$ cat config.mk
export PLATFORM = sky130hd
export DESIGN_NAME = tt_um_sid
export DESIGN_NICKNAME = d
export VERILOG_FILES = /design/src/rtl/tt_um_sid.sv
export SDC_FILE = /design/constraint.sdc
export NUM_CORES = 2
export LEC_CHECK = 0
export BUFFER_PORTS_ARGS = -buffer_cell sky130_fd_sc_hd__buf_2
export CORE_MARGIN = 1
export CORE_UTILIZATION = 65
export CTS_BUF_LIST = sky130_fd_sc_hd__clkbuf_4
export DETAILED_ROUTE_END_ITERATION = 6
export HOLD_SLACK_MARGIN = 0.15
export PLACE_DENSITY = 0.92
export SYNTH_ARGS = -nofsm -noshare
export SYNTH_HDL_FRONTEND = slang
export SYNTH_SLANG_ARGS = --single-unit
$ cat constraint.sdc
create_clock -name clk -period 81.3 [get_ports clk]
set_input_delay 8.13 -clock clk [delete_from_list [all_inputs] [get_ports clk]]
set_output_delay 8.13 -clock clk [all_outputs]
set_load 0.005 [all_outputs]
$ cat src/rtl/tt_um_sid.sv
// Three-voice SID-style synthesizer: register file, phase/waveform/ADSR voices,
// state-variable filter, volume mix and an 8-bit PWM audio output.

module sid_voice (
  input  logic        clk,
  input  logic        rst,
  input  logic        tick,
  input  logic        wr_en,
  input  logic [2:0]  wr_addr,
  input  logic [7:0]  wr_data,
  output logic [11:0] vout
);
  typedef enum logic [1:0] {IDLE, ATTACK, DECAY_SUSTAIN, RELEASE} env_state_t;

  logic [15:0] freq, acc, acc_n;
  logic [11:0] pw, wave, saw_w, tri_w, pul_w, noi_w, scaled;
  logic [7:0]  ad, sr, ctrl, env, env_n;
  logic [22:0] lfsr;
  logic [17:0] rate_cnt, rate_cnt_n, period;
  logic [3:0]  rate;
  logic        gate_q, step;
  env_state_t  state, state_n;
  logic        unused;

  assign unused = &{1'b0, ctrl[3:1]};

  always_ff @(posedge clk)
    if (rst) begin
      freq <= '0; pw <= '0; ad <= '0; sr <= '0; ctrl <= '0;
    end else if (wr_en) begin
      case (wr_addr)
        3'd0: freq[7:0]  <= wr_data;
        3'd1: freq[15:8] <= wr_data;
        3'd2: pw[7:0]    <= wr_data;
        3'd3: pw[11:8]   <= wr_data[3:0];
        3'd4: ad         <= wr_data;
        3'd5: sr         <= wr_data;
        3'd6: ctrl       <= wr_data;
        default: ;
      endcase
    end

  assign acc_n = acc + freq;
  assign saw_w = acc[15:4];
  assign tri_w = acc[14:3] ^ {12{acc[15]}};
  assign pul_w = (acc[15:4] >= pw) ? 12'hFFF : 12'h000;
  assign noi_w = lfsr[22:11];

  always_comb begin
    wave = 12'hFFF;
    if (ctrl[4]) wave = wave & tri_w;
    if (ctrl[5]) wave = wave & saw_w;
    if (ctrl[6]) wave = wave & pul_w;
    if (ctrl[7]) wave = wave & noi_w;
    if (ctrl[7:4] == 4'd0) wave = '0;
  end

  // Offset-binary to two's complement: flipping the MSB subtracts 0x800.
  assign scaled = 12'((20'(wave) * 20'(env)) >> 8);
  assign vout   = {~scaled[11], scaled[10:0]};

  always_comb begin
    rate = 4'd0;
    case (state)
      ATTACK:        rate = ad[7:4];
      DECAY_SUSTAIN: rate = ad[3:0];
      RELEASE:       rate = sr[3:0];
      default:       rate = 4'd0;
    endcase
  end

  assign period = 18'd6 << rate;
  assign step   = (rate_cnt == period - 18'd1);

  always_comb begin
    state_n    = state;
    env_n      = env;
    rate_cnt_n = step ? '0 : rate_cnt + 18'd1;
    if (ctrl[0] && !gate_q) begin
      state_n = ATTACK; rate_cnt_n = '0;
    end else if (!ctrl[0] && gate_q) begin
      state_n = RELEASE; rate_cnt_n = '0;
    end else begin
      case (state)
        ATTACK:
          if (env == 8'hFF) begin
            state_n = DECAY_SUSTAIN; rate_cnt_n = '0;
          end else if (step) env_n = env + 8'd1;
        DECAY_SUSTAIN:
          if (step && env > {sr[7:4], sr[7:4]}) env_n = env - 8'd1;
        RELEASE:
          if (env == 8'h00) begin
            state_n = IDLE; rate_cnt_n = '0;
          end else if (step) env_n = env - 8'd1;
        default: rate_cnt_n = '0;
      endcase
    end
  end

  always_ff @(posedge clk)
    if (rst) begin
      acc <= '0; lfsr <= 23'h7FFFF8; env <= '0; state <= IDLE;
      rate_cnt <= '0; gate_q <= 1'b0;
    end else if (tick) begin
      acc <= acc_n;
      if (!acc[11] && acc_n[11]) lfsr <= {lfsr[21:0], lfsr[22] ^ lfsr[17]};
      env      <= env_n;
      state    <= state_n;
      rate_cnt <= rate_cnt_n;
      gate_q   <= ctrl[0];
    end
endmodule

module tt_um_sid (
  input  logic       clk,
  input  logic       rst_n,
  input  logic       ena,
  input  logic [7:0] ui_in,
  input  logic [7:0] uio_in,
  output logic [7:0] uo_out,
  output logic [7:0] uio_out,
  output logic [7:0] uio_oe
);
  localparam int NUM_VOICES = 3;
  localparam int TICK_DIV   = 30;

  // rst_n is an active-high reset despite its name.
  logic        we_q, wr_pend, we_rise, tick;
  logic [1:0]  wr_tgt;
  logic [2:0]  wr_addr;
  logic [7:0]  wr_data, res_route, mode_vol, out_sample, sample_n, pwm_cnt, pwm_smp;
  logic [10:0] fc;
  logic [4:0]  div;
  logic [NUM_VOICES-1:0][11:0] vout;
  logic signed [17:0] lp, bp, hp, bp_n, lp_n;
  logic signed [31:0] f_in, dry, damp, fcoef, vol_s, hp_w, f_out, mix, smp;
  logic        unused;

  assign unused  = &{1'b0, ena, ui_in[6:5], fc[4:0], res_route[3], mode_vol[7]};
  assign we_rise = ui_in[7] & ~we_q;
  assign tick    = (div == 5'(TICK_DIV - 1));

  always_ff @(posedge clk)
    if (rst_n) begin
      we_q <= 1'b0; wr_pend <= 1'b0; wr_tgt <= '0; wr_addr <= '0; wr_data <= '0;
    end else begin
      we_q    <= ui_in[7];
      wr_pend <= we_rise;
      if (we_rise) begin
        wr_tgt <= ui_in[4:3]; wr_addr <= ui_in[2:0]; wr_data <= uio_in;
      end
    end

  always_ff @(posedge clk)
    if (rst_n) begin
      fc <= '0; res_route <= '0; mode_vol <= '0;
    end else if (wr_pend && wr_tgt == 2'd3) begin
      case (wr_addr)
        3'd0: fc[2:0]   <= wr_data[2:0];
        3'd1: fc[10:3]  <= wr_data;
        3'd2: res_route <= wr_data;
        3'd3: mode_vol  <= wr_data;
        default: ;
      endcase
    end

  always_ff @(posedge clk)
    if (rst_n) div <= '0;
    else       div <= tick ? '0 : div + 5'd1;

  for (genvar i = 0; i < NUM_VOICES; i++) begin : g_voice
    sid_voice u_voice (
      .clk    (clk),
      .rst    (rst_n),
      .tick   (tick),
      .wr_en  (wr_pend && (wr_tgt == 2'(i))),
      .wr_addr(wr_addr),
      .wr_data(wr_data),
      .vout   (vout[i])
    );
  end

  function automatic logic signed [17:0] sat18(input logic signed [31:0] x);
    if (x > 32'sd131071)       return 18'sh1FFFF;
    else if (x < -32'sd131072) return 18'sh20000;
    else                       return 18'(x);
  endfunction

  always_comb begin
    f_in = '0;
    dry  = '0;
    for (int i = 0; i < NUM_VOICES; i++)
      if (res_route[i]) f_in = f_in + 32'($signed(vout[i]));
      else              dry  = dry  + 32'($signed(vout[i]));
    damp  = 32'sd16 - $signed({28'd0, res_route[7:4]});
    fcoef = $signed({26'd0, fc[10:5]});
    vol_s = $signed({28'd0, mode_vol[3:0]});
    hp_w  = f_in - 32'(lp) - ((32'(bp) * damp) >>> 3);
    hp    = sat18(hp_w);
    bp_n  = sat18(32'(bp) + ((fcoef * 32'(hp)) >>> 9));
    lp_n  = sat18(32'(lp) + ((fcoef * 32'(bp_n)) >>> 9));
    if (mode_vol[6:4] == 3'b000) f_out = f_in;
    else begin
      f_out = '0;
      if (mode_vol[4]) f_out = f_out + 32'(lp_n);
      if (mode_vol[5]) f_out = f_out + 32'(bp_n);
      if (mode_vol[6]) f_out = f_out + 32'(hp);
    end
    mix = f_out + dry;
    // vol/16 gain plus >>4 to bring the 12-bit voice range to 8 bits
    smp = ((mix * vol_s) >>> 8) + 32'sd128;
    if (smp < 0)               sample_n = 8'h00;
    else if (smp > 32'sd255)   sample_n = 8'hFF;
    else                       sample_n = 8'(smp);
  end

  always_ff @(posedge clk)
    if (rst_n) begin
      lp <= '0; bp <= '0; out_sample <= '0;
    end else if (tick) begin
      lp <= lp_n; bp <= bp_n; out_sample <= sample_n;
    end

  always_ff @(posedge clk)
    if (rst_n) begin
      pwm_cnt <= '0; pwm_smp <= '0;
    end else begin
      pwm_cnt <= pwm_cnt + 8'd1;
      if (pwm_cnt == 8'hFF) pwm_smp <= out_sample;
    end

  assign uo_out  = {7'd0, pwm_cnt < pwm_smp};
  assign uio_out = '0;
  assign uio_oe  = '0;
endmodule

**Word-level counts from Yosys, hierarchy flattened**

Cells that the tools add are included.

- Flip-flop bits (word level): 463
- Output and inout bits: 24
- Word-level logic and storage cells: 347

- Add/sub/neg operators: 30
- Multiply operators: 7
- $lt $le $gt $ge: 15
- Equal/unequal tests: 47
- Shift-type cells: 3
- Muxes and demuxes: 92
- Bitwise gates (word level): 26
- Reduce and logical (&&, ||, !) cells: 74

Operators by type and width:

| cell | number |
|---|---|
| $mux 32 | 12 |
| $mux 18 | 21 |
| $mux 12 | 18 |
| $pmux 18 s3 | 3 |
| $mux 8 | 17 |
| $add 32x12->32 | 4 |
| $and 12x12->12 | 9 |
| $pmux 8 s3 | 3 |
| $add 32x18->32 | 2 |
| $mul 12x8->20 | 3 |
| $add 18x1->18 const B | 3 |
| $eq 18x18->1 | 3 |
| $reduce_and 2->1 | 27 |
| $shl 3x4->18 const A | 3 |
| $sub 18x1->18 const B | 3 |
| $mul 7x18->25 | 2 |
| $add 16x16->16 | 3 |
| $add 18x16->19 | 2 |
| $gt 19x18->1 const B | 2 |
| $lt 19x18->1 const B | 2 |
| $ge 12x12->1 | 3 |
| $pmux 4 s3 | 3 |
| $xor 12x12->12 | 3 |
| $add 32x32->32 | 1 |
| other kinds (41) | 142 |

**Logic depth before layout (Yosys ltp)**

- Depth in word-level cells: 45
- Mapped depth: 203
- Depth with buffers taken out: 196

**Cells and area by module**

A second synthesis with hierarchy kept.

- Cells, all modules: 8013
- Area, all modules: 63707.4 um^2

By module, submodules not included:

| module | times used | cells an instance | area an instance (um^2) | sequential area each (um^2) |
|---|---|---|---|---|
| tt_um_sid | 1 | 4241 | 32970.4 | 2001.9 |
| sid_voice at g_voice[1].u_voice ... | 2 | 1279 | 10352.4 | 2342.2 |
| sid_voice at g_voice[0].u_voice | 1 | 1214 | 10032.1 | 2342.2 |

**Least setup slack after synthesis**

Ideal clock, no wire load.

- Path type: register to register
- From: register g_voice[1].u_voice.acc[4]
- To: register out_sample[1]
- Arrival: 38663 ps
- Required time: 81207 ps
- Setup slack: 42544 ps
- Cell stages (with the launch flop): 188
- Buffers on the path: 7
- Period minus slack after synthesis: 38756 ps
- Cells stage by stage: dfxtp_1 -> inv_1 -> ha_1 -> nand2b_1 -> a21o_1 -> a21o_1 -> a21oi_1 -> nor2b_1 -> o21ai_0 -> a21oi_1 -> o21a_1 -> o211ai_1 -> clkbuf_1 -> a211oi_1 -> and2_1 -> fa_1 -> inv_1 -> fa_1 -> [... 152 more ...] -> fa_1 -> inv_1 -> ha_1 -> and4_1 -> a21oi_1 -> o211ai_1 -> a21o_1 -> a21oi_1 -> nor2_1 -> a211oi_1 -> xor3_1 -> xor2_1 -> a31oi_1 -> a32oi_1 -> mux2_1 -> or4_1 -> buf_4 -> o311ai_2

- Word-level cells in the longest chain between the ends: 44
- Elaborated cells on any way between the ends: 54

Ends and longest elaborated chain:

| item | RTL line | text |
|---|---|---|
| start, declared | 15 | `logic [15:0] freq, acc, acc_n;` |
| start signal, assigned | 105 | `acc <= acc_n;` |
| branches (longest 5 deep; another with $ge 12x12->1) | - |  |
| $mux 12 (*) | 53 | `if (ctrl[6]) wave = wave & pul_w;` |
| $and 12x12->12 | 54 | `if (ctrl[7]) wave = wave & noi_w;` |
| $mux 12 (*) | 54 |  |
| $mux 12 (*) | 55 | `if (ctrl[7:4] == 4'd0) wave = '0;` |
| $mul 12x8->20 (*) | 59 | `assign scaled = 12'((20'(wave) * 20'(env)) >> 8);` |
| $not 1->1 | 60 | `assign vout = {~scaled[11], scaled[10:0]};` |
| $add 32x12->32 (*) | 193 | `if (res_route[i]) f_in = f_in + 32'($signed(vout[i]));` |
| [... 13 more ...] | - |  |
| net bp_n[3] | 135 | `logic signed [17:0] lp, bp, hp, bp_n, lp_n;` |
| [... 11 more ...] | - |  |
| $mux 32 (*) | 207 | `if (mode_vol[6]) f_out = f_out + 32'(hp);` |
| $mux 32 (*) | 202 | `if (mode_vol[6:4] == 3'b000) f_out = f_in;` |
| $add 32x32->32 (*) | 209 | `mix = f_out + dry;` |
| $mul 32x5->32 (*) | 211 | `smp = ((mix * vol_s) >>> 8) + 32'sd128;` |
| $add 24x9->25 (*) | 211 |  |
| $gt 25x9->1 | 213 | `else if (smp > 32'sd255) sample_n = 8'hFF;` |
| $mux 8 | 213 |  |
| $mux 8 (*) | 212 | `if (smp < 0) sample_n = 8'h00;` |
| end signal, assigned | 221 | `lp <= lp_n; bp <= bp_n; out_sample <= sample_n;` |
| end, declared | 131 | `logic [7:0] wr_data, res_route, mode_vol, out_sample, sample_n, pwm_cnt, pwm_smp;` |

Mark *: on every way through the listed nets, which the timed path passes. The select of a mux whose other input is x is not followed.
A chain may end at the register's enable or synchronous reset.

**Worst setup path after layout**

Ends and elaborated chain as after synthesis.

==> metrics.txt <==
# TYPE chip_impl_metric gauge
chip_impl_info{name="status",value="finished with violations"} 1
chip_impl_info{name="violations_in_the_final_reports",value="DRC"} 1
chip_impl_metric{name="vdd_ir_drop_max",unit="uV"} 12.53
chip_impl_metric{name="maxSlewHeadroom",unit=""} 0.09921
chip_impl_metric{name="globalplace.congestion",unit=""} 0.9819
chip_impl_metric{name="port_buffers",unit=""} 16
chip_impl_metric{name="floorplan.initialDensity",unit=""} 0.6582
chip_impl_metric{name="worst-endpoint-arrival",unit="ns"} 47.21
chip_impl_metric{name="final.setup.worst_slack",unit="ns"} 34.97
chip_impl_metric{name="postPlaceCellArea",unit="sq mm"} 0.06238
chip_impl_metric{name="slew_viol_final",unit=""} 0
chip_impl_metric{name="final_core_utilization",unit=""} 0.6832
chip_impl_metric{name="hpwlAfterDp",unit="um"} 122600
chip_impl_metric{name="routed_via_density",unit=""} 6.174
chip_impl_metric{name="synth.avg_cell_area",unit="sq um"} 7.968
chip_impl_info{name="hp-class",value="register to register"} 1
chip_impl_metric{name="clock_period_minus_worst_slack",unit="ns"} 46.33
chip_impl_metric{name="cp_max_fo",unit=""} 26
chip_impl_metric{name="detailedPlace.worstSlack",unit="ns"} 36.26
chip_impl_info{name="grt_setup_unrepaired",value="false"} 1
chip_impl_metric{name="async_flop_share",unit=""} 0
chip_impl_metric{name="multiInputGateArea",unit="sq mm"} 0.04808
chip_impl_metric{name="tightest_slew",unit="ns"} 1.343
chip_impl_metric{name="grt_max_degree",unit=""} 154
chip_impl_metric{name="num_vias",unit=""} 55320
chip_impl_metric{name="nets",unit=""} 8823
chip_impl_metric{name="non_filler_cells_final",unit=""} 8959
chip_impl_info{name="synth_top_cells_by_area",value="sky130_fd_sc_hd__fa_1, sky130_fd_sc_hd__dfxtp_1, sky130_fd_sc_hd__ha_1, sky130_fd_sc_hd__and2_1, sky130_fd_sc_hd__inv_1"} 1
chip_impl_metric{name="drtAntennaViolNets",unit=""} 0
chip_impl_metric{name="cp_slowest_stage_delay",unit="ns"} 0.79
chip_impl_metric{name="finalHoldViolCount",unit=""} 0
chip_impl_metric{name="clock_tree.htree_level_count",unit=""} 3
chip_impl_metric{name="worstPathRequired",unit="ns"} 82.18
chip_impl_metric{name="syn-cell-area",unit="sq mm"} 0.06152
chip_impl_metric{name="power_density",unit="mW/mm^2"} 6.882
chip_impl_metric{name="placed_cells_incl_taps",unit=""} 8749
chip_impl_metric{name="post_synth_edffs",unit=""} 0
chip_impl_metric{name="die_area",unit="sq mm"} 0.09588
chip_impl_metric{name="first_iter_violations",unit=""} 4581
chip_impl_metric{name="design_area",unit="sq mm"} 0.06386
chip_impl_metric{name="fin_setup_tns",unit="ns"} 0
chip_impl_info{name="netlist.top_cell.by_area",value="sky130_fd_sc_hd__fa_1"} 1
chip_impl_metric{name="hold_depth",unit=""} 1
chip_impl_metric{name="reg2regPathDepth",unit=""} 183
chip_impl_metric{name="gr-total-overflow",unit=""} 0
chip_impl_metric{name="routed_wl",unit="um"} 162400
chip_impl_metric{name="synth_top_cell_area_share",unit=""} 0.1598
chip_impl_metric{name="grt_antenna_before_repair",unit=""} 4
chip_impl_metric{name="timing.final.crit_share",unit=""} 0.5699
chip_impl_metric{name="chipWidth",unit="um"} 309.6
chip_impl_metric{name="finalSetupViolations",unit=""} 0
chip_impl_metric{name="vias_in_the_first_global_route",unit=""} 54610
chip_impl_metric{name="flow.area_growth_from_synthesis",unit="%"} 3.801
chip_impl_metric{name="wire_per_inst",unit="um"} 18.13
chip_impl_info{name="timing.critical_path.to",value="out_sample[1]$_SDFFE_PP0P_"} 1
chip_impl_metric{name="synth.yosys.warnings",unit=""} 0
chip_impl_metric{name="fraction_of_final_layout_cells_sized_beyond_drive_strength_1",unit=""} 0.04414
chip_impl_metric{name="fin_skew",unit="ns"} 0.09895
chip_impl_info{name="clockRootBuffer",value="sky130_fd_sc_hd__clkbuf_4"} 1
chip_impl_info{name="regToRegStartpoint",value="g_voice[1].u_voice.acc[4]$_SDFFE_PP0P_"} 1
chip_impl_metric{name="synth_seq_cells",unit=""} 451
chip_impl_info{name="timing.critical_path.from",value="g_voice[1].u_voice.acc[4]$_SDFFE_PP0P_"} 1
chip_impl_metric{name="cts-resized-gates",unit=""} 0
chip_impl_metric{name="synthesis.instances",unit=""} 7721
chip_impl_metric{name="route.detailed.drc",unit=""} 4
chip_impl_info{name="startpoint_type",value="register"} 1
chip_impl_metric{name="power_leakage",unit="nW"} 31.60
chip_impl_metric{name="synth_sequential_area_ratio",unit=""} 0.1468
chip_impl_metric{name="cts.sinks",unit=""} 451
chip_impl_metric{name="global_route.usage.total",unit=""} 0.3357
chip_impl_metric{name="placement_rows",unit=""} 112
chip_impl_metric{name="io-pin-count",unit=""} 43
chip_impl_metric{name="fmaxAchievable",unit="MHz"} 21.58
chip_impl_info{name="end_kind",value="register"} 1
chip_impl_metric{name="postCtsSetupRepairBufs",unit=""} 0
chip_impl_info{name="synth.cells.most_frequent",value="sky130_fd_sc_hd__inv_1, sky130_fd_sc_hd__nand2_1, sky130_fd_sc_hd__ha_1"} 1
chip_impl_metric{name="die_height",unit="um"} 309.6
chip_impl_metric{name="layout.area.seq",unit="sq mm"} 0.009037
chip_impl_info{name="synth_top_flop_cell",value="sky130_fd_sc_hd__dfxtp_1"} 1
chip_impl_metric{name="cts_inserted_buffers",unit=""} 118
chip_impl_metric{name="drt_pass1_iterations",unit=""} 7
chip_impl_info{name="tritoncts_clock_tree",value="yes"} 1
chip_impl_info{name="critical_path_s_most_frequent_cell",value="sky130_fd_sc_hd__a21oi_1"} 1
chip_impl_metric{name="buf_inv_stages_crit_path",unit=""} 18
chip_impl_metric{name="clk_path_buf_depth",unit=""} 3
chip_impl_metric{name="clk_transition_reported_paths",unit="ns"} 0.08
chip_impl_info{name="reg_to_reg_endpoint",value="out_sample[1]$_SDFFE_PP0P_"} 1
chip_impl_metric{name="core_outline_area",unit="sq mm"} 0.09347
chip_impl_metric{name="synth.lib_cells_used.distinct",unit=""} 94
chip_impl_metric{name="filler_cell_count",unit=""} 7003
chip_impl_metric{name="critical_path_depth",unit=""} 183
chip_impl_metric{name="maxCapViolCount",unit=""} 0
chip_impl_info{name="slowest_stage",value="sky130_fd_sc_hd__o211ai_1"} 1
chip_impl_metric{name="cts_hold_buffers",unit=""} 0
chip_impl_metric{name="worst_skew_pair.late_latency",unit="ns"} 1.00
chip_impl_info{name="post-synth-top-count-cell",value="sky130_fd_sc_hd__inv_1"} 1
chip_impl_metric{name="grt_pass1_wl",unit="um"} 264500
chip_impl_info{name="crit_type",value="register to register"} 1
chip_impl_metric{name="r2r_setup_slack",unit="ns"} 34.97
chip_impl_info{name="cpLargestDelayFamily",value="compound AO/OA/AOI/OAI gates"} 1
==> sequential cells by signal, summed over array words and instances (netlist names), 7 cells and up <==
name / cells
g_voice.u_voice.lfsr: 69
g_voice.u_voice.rate_cnt: 54
g_voice.u_voice.acc: 48
g_voice.u_voice.freq: 48
g_voice.u_voice.pw: 36
g_voice.u_voice.ad: 24
g_voice.u_voice.env: 24
g_voice.u_voice.sr: 24
bp: 18
lp: 18
g_voice.u_voice.ctrl: 15
out_sample: 8
pwm_cnt: 8
pwm_smp: 8
wr_data: 8
mode_vol: 7
res_route: 7
==> worst register-to-register path, delay by kind of cell, from the launching register on <==
kind | cells | cell delay, ns
AO/OA/AOI/OAI | 81 | 20.99
AND/OR/NAND/NOR | 40 | 6.73
flip-flops | 1 | 0.48
XOR/XNOR | 10 | 2.18
multiplexers | 2 | 0.73
adder cells (fa/ha/maj) | 32 | 13.43
buffers and inverters | 18 | 1.67
==> how the worst min path moves through the flow <==
stage / to / from / slack (ns)
floorplan: wr_pend$_SDFF_PP0_ / we_q$_SDFF_PP0_ / 0.41
global placement: wr_pend$_SDFF_PP0_ / we_q$_SDFF_PP0_ / 0.42
detailed placement: wr_pend$_SDFF_PP0_ / we_q$_SDFF_PP0_ / 0.43
CTS: g_voice[1].u_voice.lfsr[1]$_SDFFE_PP0P_ / g_voice[1].u_voice.lfsr[0]$_SDFFE_PP0P_ / 0.40
global route: g_voice[1].u_voice.lfsr[1]$_SDFFE_PP0P_ / g_voice[1].u_voice.lfsr[0]$_SDFFE_PP0P_ / 0.43
finish: wr_pend$_SDFF_PP0_ / we_q$_SDFF_PP0_ / 0.43
==> placed cells by master (no fill, tap or decap), types with 60 or more instances in the layout <==
master and instances:
sky130_fd_sc_hd__a211oi_1 89, sky130_fd_sc_hd__a21o_1 142, sky130_fd_sc_hd__a21oi_1 512, sky130_fd_sc_hd__and2_1 529, sky130_fd_sc_hd__and3_1 60, sky130_fd_sc_hd__clkbuf_4 153
sky130_fd_sc_hd__dfxtp_1 444, sky130_fd_sc_hd__fa_1 491, sky130_fd_sc_hd__ha_1 698, sky130_fd_sc_hd__inv_1 849, sky130_fd_sc_hd__mux2i_1 204, sky130_fd_sc_hd__nand2_1 833
sky130_fd_sc_hd__nand2b_1 86, sky130_fd_sc_hd__nand3_1 105, sky130_fd_sc_hd__nand3b_1 75, sky130_fd_sc_hd__nor2_1 583, sky130_fd_sc_hd__nor2b_1 71, sky130_fd_sc_hd__nor3_1 69
sky130_fd_sc_hd__o21ai_0 346, sky130_fd_sc_hd__o21bai_1 67, sky130_fd_sc_hd__xnor2_1 300, sky130_fd_sc_hd__xor2_1 153
==> power by group <==
part / internal [mW] / switching (mW)
Combinational: 0.00411 / 0.0104
Clock: 0.0933 / 0.107
Sequential: 0.222 / 0.00305
Total: 0.319 / 0.120
==> layout make-up <==
| class | count | area share |
|---|---|---|
| well taps | 1254 | 0.02457 |
| clock inverters | 55 | 0.004977 |
| clock buffers | 153 | 0.01799 |
| inverters | 855 | 0.05026 |
| flip-flops and latches | 451 | 0.1415 |
| repair buffers | 67 | 0.007602 |
| multi-input cells | 6122 | 0.7530 |
| diodes | 2 | 0.00007838 |
==> layer usage <==
layer	routed length, um	GRT usage	vias to the layer above
li1	-	-	25810
met1	64600	0.4145	26470
met2	75140	0.5579	2457
met3	14630	0.06298	579
met4	8004	0.1718	2
met5	11	0	-
==> through the flow <==
step	hold slack (ns)	total power [mW]
2_1_floorplan	0.4059	0.2381
3_3_place_gp	0.4191	0.2433
3_5_place_dp	0.4264	0.2437
4_1_cts	0.4009	0.4414
5_1_grt	0.4317	0.4547
6_report	0.4343	0.4395
==> cells by family after synthesis <==
kind of cell | synth area share
muxes | 0.03942
buffers and inverters | 0.07302
other | 0.00006096
and+or+nand+nor | 0.2066
adders and majority gates | 0.3019
DFF | 0.1468
AOI/OAI and AO/OA | 0.1667
xor gates and xnor gates | 0.06551
(Power assumes the default switching activity.)
